[src/rtl/ifq_pkg.sv]
// Shared types and constants for the instruction fetch queue.
package ifq_pkg;

    typedef enum logic {
        IDLE  = 1'b0,
        FETCH = 1'b1
    } ifq_state_e;

    localparam int          IFQ_INSTR_W = 32;
    localparam logic [31:0] PC_STEP     = 32'd4;
    localparam logic [31:0] NOP         = 32'h0;

endpackage

[src/rtl/ifq_fifo.sv]
// Synchronous FIFO with flush; holds {pc, instr} prefetch entries.
module ifq_fifo #(
    parameter int DEPTH = 4,
    parameter int WIDTH = 64
) (
    input  logic                     clk,
    input  logic                     rst,
    input  logic                     flush,
    input  logic                     push,
    input  logic [WIDTH-1:0]         wdata,
    input  logic                     pop,
    output logic [WIDTH-1:0]         rdata,
    output logic [$clog2(DEPTH):0]   count,
    output logic                     full,
    output logic                     empty
);

    localparam int AW = $clog2(DEPTH);
    localparam logic [AW:0] FULL_N = (AW+1)'(DEPTH);

    logic [WIDTH-1:0] mem [DEPTH];
    logic [AW-1:0]    wptr;
    logic [AW-1:0]    rptr;
    logic             do_push;
    logic             do_pop;

    assign full    = (count == FULL_N);
    assign empty   = (count == '0);
    assign do_pop  = pop && !empty;
    assign do_push = push && (!full || do_pop);
    assign rdata   = mem[rptr];

    always_ff @(posedge clk) begin
        if (do_push && !flush && !rst)
            mem[wptr] <= wdata;
    end

    always_ff @(posedge clk) begin
        if (rst || flush) begin
            wptr  <= '0;
            rptr  <= '0;
            count <= '0;
        end else begin
            if (do_push)
                wptr <= wptr + 1'b1;
            if (do_pop)
                rptr <= rptr + 1'b1;
            unique case ({do_push, do_pop})
                2'b10:   count <= count + 1'b1;
                2'b01:   count <= count - 1'b1;
                default: ;
            endcase
        end
    end

endmodule

[src/rtl/instr_fetch_queue.sv]
// Sequential instruction fetch into a prefetch queue with redirect/flush.
// Define IFQ_PERF_EN to add saturating perf_fetched/perf_flushed counters.
module instr_fetch_queue
    import ifq_pkg::*;
#(
    parameter int          ADDR_W   = 5,
    parameter int          INSTR_W  = IFQ_INSTR_W,
    parameter int          QDEPTH   = 4,
    parameter logic [31:0] RESET_PC = 32'h0
) (
    input  logic               clk,
    input  logic               rst,
    input  logic               load_en,
    input  logic [ADDR_W-1:0]  load_addr,
    input  logic [INSTR_W-1:0] load_data,
    input  logic               start,
    input  logic               stop,
    input  logic               redirect_valid,
    input  logic [31:0]        redirect_pc,
    output logic               out_valid,
    input  logic               out_ready,
    output logic [INSTR_W-1:0] out_instr,
    output logic [31:0]        out_pc,
`ifdef IFQ_PERF_EN
    output logic [31:0]        perf_fetched,
    output logic [31:0]        perf_flushed,
`endif
    output logic               busy
);

    localparam int CW = $clog2(QDEPTH) + 1;
    localparam int FW = 32 + INSTR_W;
    localparam logic [CW:0] QD = (CW+1)'(QDEPTH);

    ifq_state_e         state;
    ifq_state_e         state_nxt;
    logic [31:0]        pc;
    logic [31:0]        pc_inc;
    logic               epoch;
    logic               rd_valid;
    logic               rd_epoch;
    logic [31:0]        rd_pc;
    logic [INSTR_W-1:0] rd_data;
    logic [INSTR_W-1:0] mem [2**ADDR_W];
    logic [CW-1:0]      count;
    logic [CW:0]        occ;
    logic               full;
    logic               empty;
    logic [FW-1:0]      head;
    logic               push;
    logic               pop;
    logic               flush;
    logic               issue;
    logic               redir;
    logic               launch;
    logic               unused_ok;

    assign unused_ok = ^{redirect_pc[1:0], full};

    assign occ    = {1'b0, count} + {{CW{1'b0}}, rd_valid};
    assign pc_inc = (&pc[ADDR_W+1:2]) ? 32'h0 : pc + PC_STEP;
    assign launch = (state == IDLE) && start && !stop;

    always_comb begin
        state_nxt = state;
        flush     = 1'b0;
        issue     = 1'b0;
        redir     = 1'b0;
        unique case (state)
            IDLE: begin
                if (launch)
                    state_nxt = FETCH;
            end
            FETCH: begin
                unique case (1'b1)
                    stop: begin
                        state_nxt = IDLE;
                        flush     = 1'b1;
                    end
                    redirect_valid && !stop: begin
                        redir = 1'b1;
                        flush = 1'b1;
                    end
                    default: issue = (occ < QD);
                endcase
            end
        endcase
    end

    always_ff @(posedge clk) begin
        if (rst) begin
            state    <= IDLE;
            pc       <= RESET_PC;
            epoch    <= 1'b0;
            rd_valid <= 1'b0;
            rd_epoch <= 1'b0;
            rd_pc    <= '0;
        end else begin
            state    <= state_nxt;
            rd_valid <= issue;
            if (launch)
                pc <= RESET_PC;
            else if (redir)
                pc <= {redirect_pc[31:2], 2'b00};
            else if (issue)
                pc <= pc_inc;
            if (redir)
                epoch <= ~epoch;
            if (issue) begin
                rd_pc    <= pc;
                rd_epoch <= epoch;
            end
        end
    end

    always_ff @(posedge clk) begin
        if (!rst && state == IDLE && load_en)
            mem[load_addr] <= load_data;
        if (issue)
            rd_data <= mem[pc[ADDR_W+1:2]];
    end

    // Reads tagged with an older epoch belong to a squashed path.
    assign push = rd_valid && (rd_epoch == epoch) && !flush;
    assign pop  = out_valid && out_ready;

    ifq_fifo #(
        .DEPTH (QDEPTH),
        .WIDTH (FW)
    ) u_fifo (
        .clk   (clk),
        .rst   (rst),
        .flush (flush),
        .push  (push),
        .wdata ({rd_pc, rd_data}),
        .pop   (pop),
        .rdata (head),
        .count (count),
        .full  (full),
        .empty (empty)
    );

    assign out_valid = !empty;
    assign out_pc    = empty ? 32'h0 : head[FW-1 -: 32];
    assign out_instr = empty ? INSTR_W'(NOP) : head[INSTR_W-1:0];
    assign busy      = (state == FETCH);

`ifdef IFQ_PERF_EN
    logic [31:0] drop_n;
    logic [32:0] fetched_sum;
    logic [32:0] flushed_sum;

    always_comb begin
        drop_n      = 32'(count) - 32'(pop) + 32'(rd_valid);
        fetched_sum = {1'b0, perf_fetched} + {32'h0, pop};
        flushed_sum = {1'b0, perf_flushed} + (flush ? {1'b0, drop_n} : 33'h0);
    end

    always_ff @(posedge clk) begin
        if (rst) begin
            perf_fetched <= '0;
            perf_flushed <= '0;
        end else begin
            perf_fetched <= fetched_sum[32] ? '1 : fetched_sum[31:0];
            perf_flushed <= flushed_sum[32] ? '1 : flushed_sum[31:0];
        end
    end
`endif

endmodule

[config.mk]
export PLATFORM = sky130hd
export DESIGN_NAME = instr_fetch_queue
export DESIGN_NICKNAME = d
export VERILOG_FILES = /design/src/rtl/ifq_pkg.sv /design/src/rtl/ifq_fifo.sv /design/src/rtl/instr_fetch_queue.sv
export SDC_FILE = /design/constraint.sdc
export NUM_CORES = 1
export LEC_CHECK = 0
export CORE_MARGIN = 2
export CORE_UTILIZATION = 65
export CTS_BUF_LIST = sky130_fd_sc_hd__clkbuf_2
export CTS_CLUSTER_DIAMETER = 120
export DETAILED_ROUTE_END_ITERATION = 6
export PLACE_DENSITY = 0.81
export SLEW_MARGIN = 5
export SYNTH_ARGS = -nofsm -noshare
export SYNTH_HDL_FRONTEND = slang
export SYNTH_HIERARCHICAL = 1
export SYNTH_SLANG_ARGS = --single-unit
[constraint.sdc]
create_clock -name clk -period 6.6 [get_ports clk]
set_clock_uncertainty 0.15 [all_clocks]
set_input_delay 1.32 -clock clk [delete_from_list [all_inputs] [get_ports clk]]
set_output_delay 1.32 -clock clk [all_outputs]
set_load 0.02 [all_outputs]
Word-level counts from Yosys, hierarchy flattened
Memory sizes are Yosys's and may differ from the RTL's. A register that Yosys moved wholly into a read port is not among the register bits. Index checks and enable logic that the tools add are counted.

Register bits after elaboration: 75. RAM bits: 1280. Input port bits: 76. Output and inout bits: 66. Word-level logic and storage cells: 72. Memories: 2.

$add $sub $neg: 6. Magnitude comparators: 1. Eq/ne operators: 4. Mux-type cells: 21. Bitwise logic cells: 2. Reduce and logical (&&, ||, !) cells: 26.

Memory list: mem (depth 32, width 32, rd ports 1, clocked after Yosys merged registers in 1, wr ports 1, RTL line instr_fetch_queue.sv:44) `logic [INSTR_W-1:0] mem [2**ADDR_W];`; u_fifo.mem (depth 4, width 64, rd ports 1, clocked after Yosys merged registers in 1, wr ports 1, RTL line ifq_fifo.sv:21) `logic [WIDTH-1:0] mem [DEPTH];`.

Operators with widths (count): 2-to-1 mux 32 bit (5); adder 32 x 3 -> 32 bit, second input constant (1); logical AND 1 bit (12); 2-to-1 mux 1 bit (12); one-hot mux 3 bit (2 select lines) (1); logical NOT 1 bit (5); AND reduction 5 bit (1); adder 2 x 1 -> 2 bit, second input constant (2); adder 3 x 1 -> 4 bit (1); less-than comparator 4 x 3 -> 1 bit, second input constant (1); 2-to-1 mux 2 bit (2); nonzero test 2 bit (2); OR reduction 2 bit (2); adder 3 x 1 -> 3 bit, second input constant (1); == test 3 bit, second input constant (1); logical NOT 3 bit (1); OR reduction 3 bit (1); subtractor 3 x 1 -> 3 bit, second input constant (1); == test 2 x 1 -> 1 bit, second input constant (1); == test 2 bit, second input constant (1); logical OR 1 bit (2); NOT 1 bit (2); one-hot mux 1 bit (2 select lines) (1); == test 1 bit (1).

Logic depth before layout (Yosys ltp)
Word-level depth: 12. Mapped depth: 9. Depth with buffers taken out: 8.

Modules after synthesis
Netlist, hierarchy kept.

Modules (own cells, without submodules): instr_fetch_queue (times used 1, cells an instance 2067, area an instance 43530.5 sq um, sequential area each 33071.7 sq um); ifq_fifo (times used 1, cells an instance 394, area an instance 9731.8 sq um, sequential area each 7867.5 sq um).

Worst setup path after synthesis
OpenSTA, ideal clock, no wires.

Path kind: input -> register. From: in rst. To: mem mem[12][0] (netlist bit), enable pin. Library setup time: 421 ps. Arrival: 3240 ps. Required time: 6029 ps. Path slack: 2789 ps. Cell stages on the path: 6. Path buffers: 1. Cells stage by stage: nor2_1 -> nand2_1 -> nor2_1 -> nand2b_1 -> clkbuf_1 -> nor2_1.

Cells in the longest elaborated chain, start to end: 5.

RTL lines: start, declared (RTL line instr_fetch_queue.sv:12) `input logic rst,`; logical NOT 1 bit (RTL line instr_fetch_queue.sv:117) `if (!rst && state == IDLE && load_en)`; logical AND 1 bit (2 in series) (RTL line instr_fetch_queue.sv:117); 2-to-1 mux 1 bit (RTL line instr_fetch_queue.sv:117); 2-to-1 mux 1 bit (not written as such) (RTL line instr_fetch_queue.sv:118) `mem[load_addr] <= load_data;`; end, declared (RTL line instr_fetch_queue.sv:44).

No other way between the ends.

==> metrics.csv <==
stage,metric,value,unit
status,status,finished clean,
pwr,Seq pwr share,62.8,%
die,die footprint,0.0842,mm^2
critical_path,crit end category,output port,
critical_path,Worst Path Required,5.13,ns
synth,Syn Inst Count,2460,
clock_network,H-tree Lvls,5,
clock_network,Longest Clk Path Bufs,4,
route,WL per Instance,28.8,um
sta,clock period minus worst slack,5.77,ns
place,pre-CTS WS,1.34,ns
clock_network,CTS tree,built,
final_layout,Finished Core Util,73.0,%
clock_network,Clock transition at path regs,0.11,ns
pwr,Peak VDD IR,0.179,mV
grt,vias in the first global route,28300,
sta,final setup margin,0.827,ns
critical_path,Setup Crit Path Kind,reg -> out,
route,DRT antenna net count,0,
pwr,leak pwr,18.2,nW
sta,Least-Margin Pin Slew,1.23,ns
pwr,PD cells,261,mW/mm^2
final_layout,layout cell share with drive strength beyond 1,31.6,%
place,PortBufs,139,
critical_path,RR Startpoint,busy$_SDFF_PP0_,
die,Initial Util,65.9,%
min_path,hold path startpoint,redirect_pc[16],
place,routability cong.,0.856,
clock_network,CTS Sinks,1389,
grt,GR Util met3,7.34,%
grt,GR Util met1,37.2,%
synth,Ys Warns,6,
grt,GR Layer Usage met2,48.3,%
synth,post-synthesis cell area,0.0533,mm^2
pwr,part of the power in the clock network,34.8,%
grt,grt peak-use layer,met2,
final_layout,FILL cells,4552,
sta,pins over their slew limit,0,
die,I/O pin cnt,142,
die,die width,290,um
route,WL final,119,mm
synth,Mean Syn Cell Area,21.6,um^2
clock_network,TritonCTS buffer count,338,
clock_network,worst skew pair latency,1.58,ns
pwr,switching pwr,0.00343,W
sta,fmax,173,MHz
route,drt initial violations,3198,
synth,Post-Synthesis Net Count,2543,
sta,Worst slew margin,17.5,%
route,DRT Pass-1 Iters,6,
clock_network,Root Buffer,clkbuf_2,
pwr,cell internal pwr,0.0119,W
pwr,Net Sw Frac,22.3,%
sta,Final setup viols,0,
route,drt drc,0,
final_layout,Layout area overhead,10.8,%
grt,grt ovf,0,
clock_network,CTS Hold Bufs,0,
pwr,Comb pwr share,2.4,%
sta,crit share post-route,87.5,%
die,# rows,104,
die,Core Footprint,0.0808,mm^2
final_layout,Layout Nets,2952,
sta,unrepaired setup endpoints after global routing,no,
sta,Setup TNS,0,ns
clock_network,PostCTS Resize Cnt,0,
sta,Final Hold Viols,0,
grt,initial antenna violation count,11,
die,Die Ht,290,um
critical_path,CP Max Fanout,38,
min_path,Worst Hold Class,in -> reg,
grt,first-pass GRT wire length,177,mm
job,Max Cap Viol,0,
route,Vias/cell,6.51,
final_layout,post-route design area,0.0590,mm^2
critical_path,CP arrival,4.30,ns
place,Post-DP HPWL,67.1,mm
grt,pin count of the biggest net entering global routing,97,
place,dpl cell area,0.0561,mm^2
clock_network,buffers inserted by post-CTS timing repair,0,
route,vias,27000,
grt,gr usage total,29.0,%
critical_path,startpoint types,flip-flop,
-- critical path, stage by stage, from the launching register on --
cell and delay (ns):
dfxtp_4 0.87, buf_4 0.44, mux4_2 0.56, nor2b_1 0.16
clkdlybuf4s50_1 0.61
-- cells in the final DEF, fill, tap and decap left out, types with 5 or more instances in the layout --
cell             instances
edfxtp_1              1312
clkbuf_2               473
mux4_2                 352
clkdlybuf4s50_1        139
nand2_1                 95
dfxtp_1                 70
nor2b_1                 67
mux2i_1                 65
buf_4                   58
clkinv_1                57
a21oi_1                 43
a22oi_1                 36
o21a_1                  34
nor2_1                  32
nor2_4                  32
nand3_1                 14
o21ai_0                 14
diode_2                 13
nand4_1                 11
xor2_1                  11
inv_1                   10
xnor2_1                 10
nor3_1                  10
and3_1                   8
nand3b_1                 7
bufinv_16                7
clkinv_2                 7
nor4_1                   6
ha_1                     6
and3_2                   5
-- flip-flops by register name, summed over array words and instances, names as in the netlist, named ones only --
signal        cells
pc               32
u_fifo/count      3
mem            1024
busy              1
u_fifo/rptr       2
rd_data          32
epoch             1
u_fifo/wptr       2
rd_epoch          1
rd_pc            32
u_fifo/mem      256
rd_valid          1
-- cell type report --
cell class / count / area [um^2] / share of cell area (%)
Tap cell: 1060 / 1330 / 2.25
Timing Repair Buffer: 201 / 1910 / 3.23
Clock inverter: 75 / 483 / 0.819
Inverter: 11 / 41.3 / 0.0700
Clock buffer: 473 / 2370 / 4.01
Multi-Input combinational cell: 928 / 11900 / 20.1
Antenna cell: 13 / 32.5 / 0.0551
Sequential cell: 1389 / 41000 / 69.4
-- power groups by stage --
stage	clock network [W]	registers, W	logic, W
after floorplan	0	0.00984	0.000166
after global placement	0	0.00985	0.000343
after detailed placement	0	0.00985	0.000358
after CTS	0.00545	0.00965	0.000360
after global routing	0.00587	0.00966	0.000386
final	0.00536	0.00965	0.000363
-- metal layers --
metal | routed length (um) | vias up
met5 | 52 | -
met4 | 3620 | 8
met3 | 12800 | 285
met2 | 61400 | 1738
met1 | 41600 | 13700
li1 | - | 11200
-- stage by stage --
stage	hold WS, ns	power, W	std cells
3_3_place_gp	0.276	0.0102	3589
6_report	0.148	0.0154	4150
2_1_floorplan	0.259	0.0100	2460
4_1_cts	0.0605	0.0155	4137
5_1_grt	0.0428	0.0159	4149
3_5_place_dp	0.281	0.0102	3589
-- final timing paths --
kind         depth (start not counted)                          end  slack (ns)
max                                  4                out_instr[18]        0.83
min                                  3          pc[16]$_SDFFE_PP0P_        0.15
max reg2reg                          4         mem[27][0]$_DFFE_PP_        2.44
min reg2reg                          0  u_fifo/mem[1][34]$_DFFE_PP_        0.28
No activity file was read; power rests on OpenSTA's default activity.
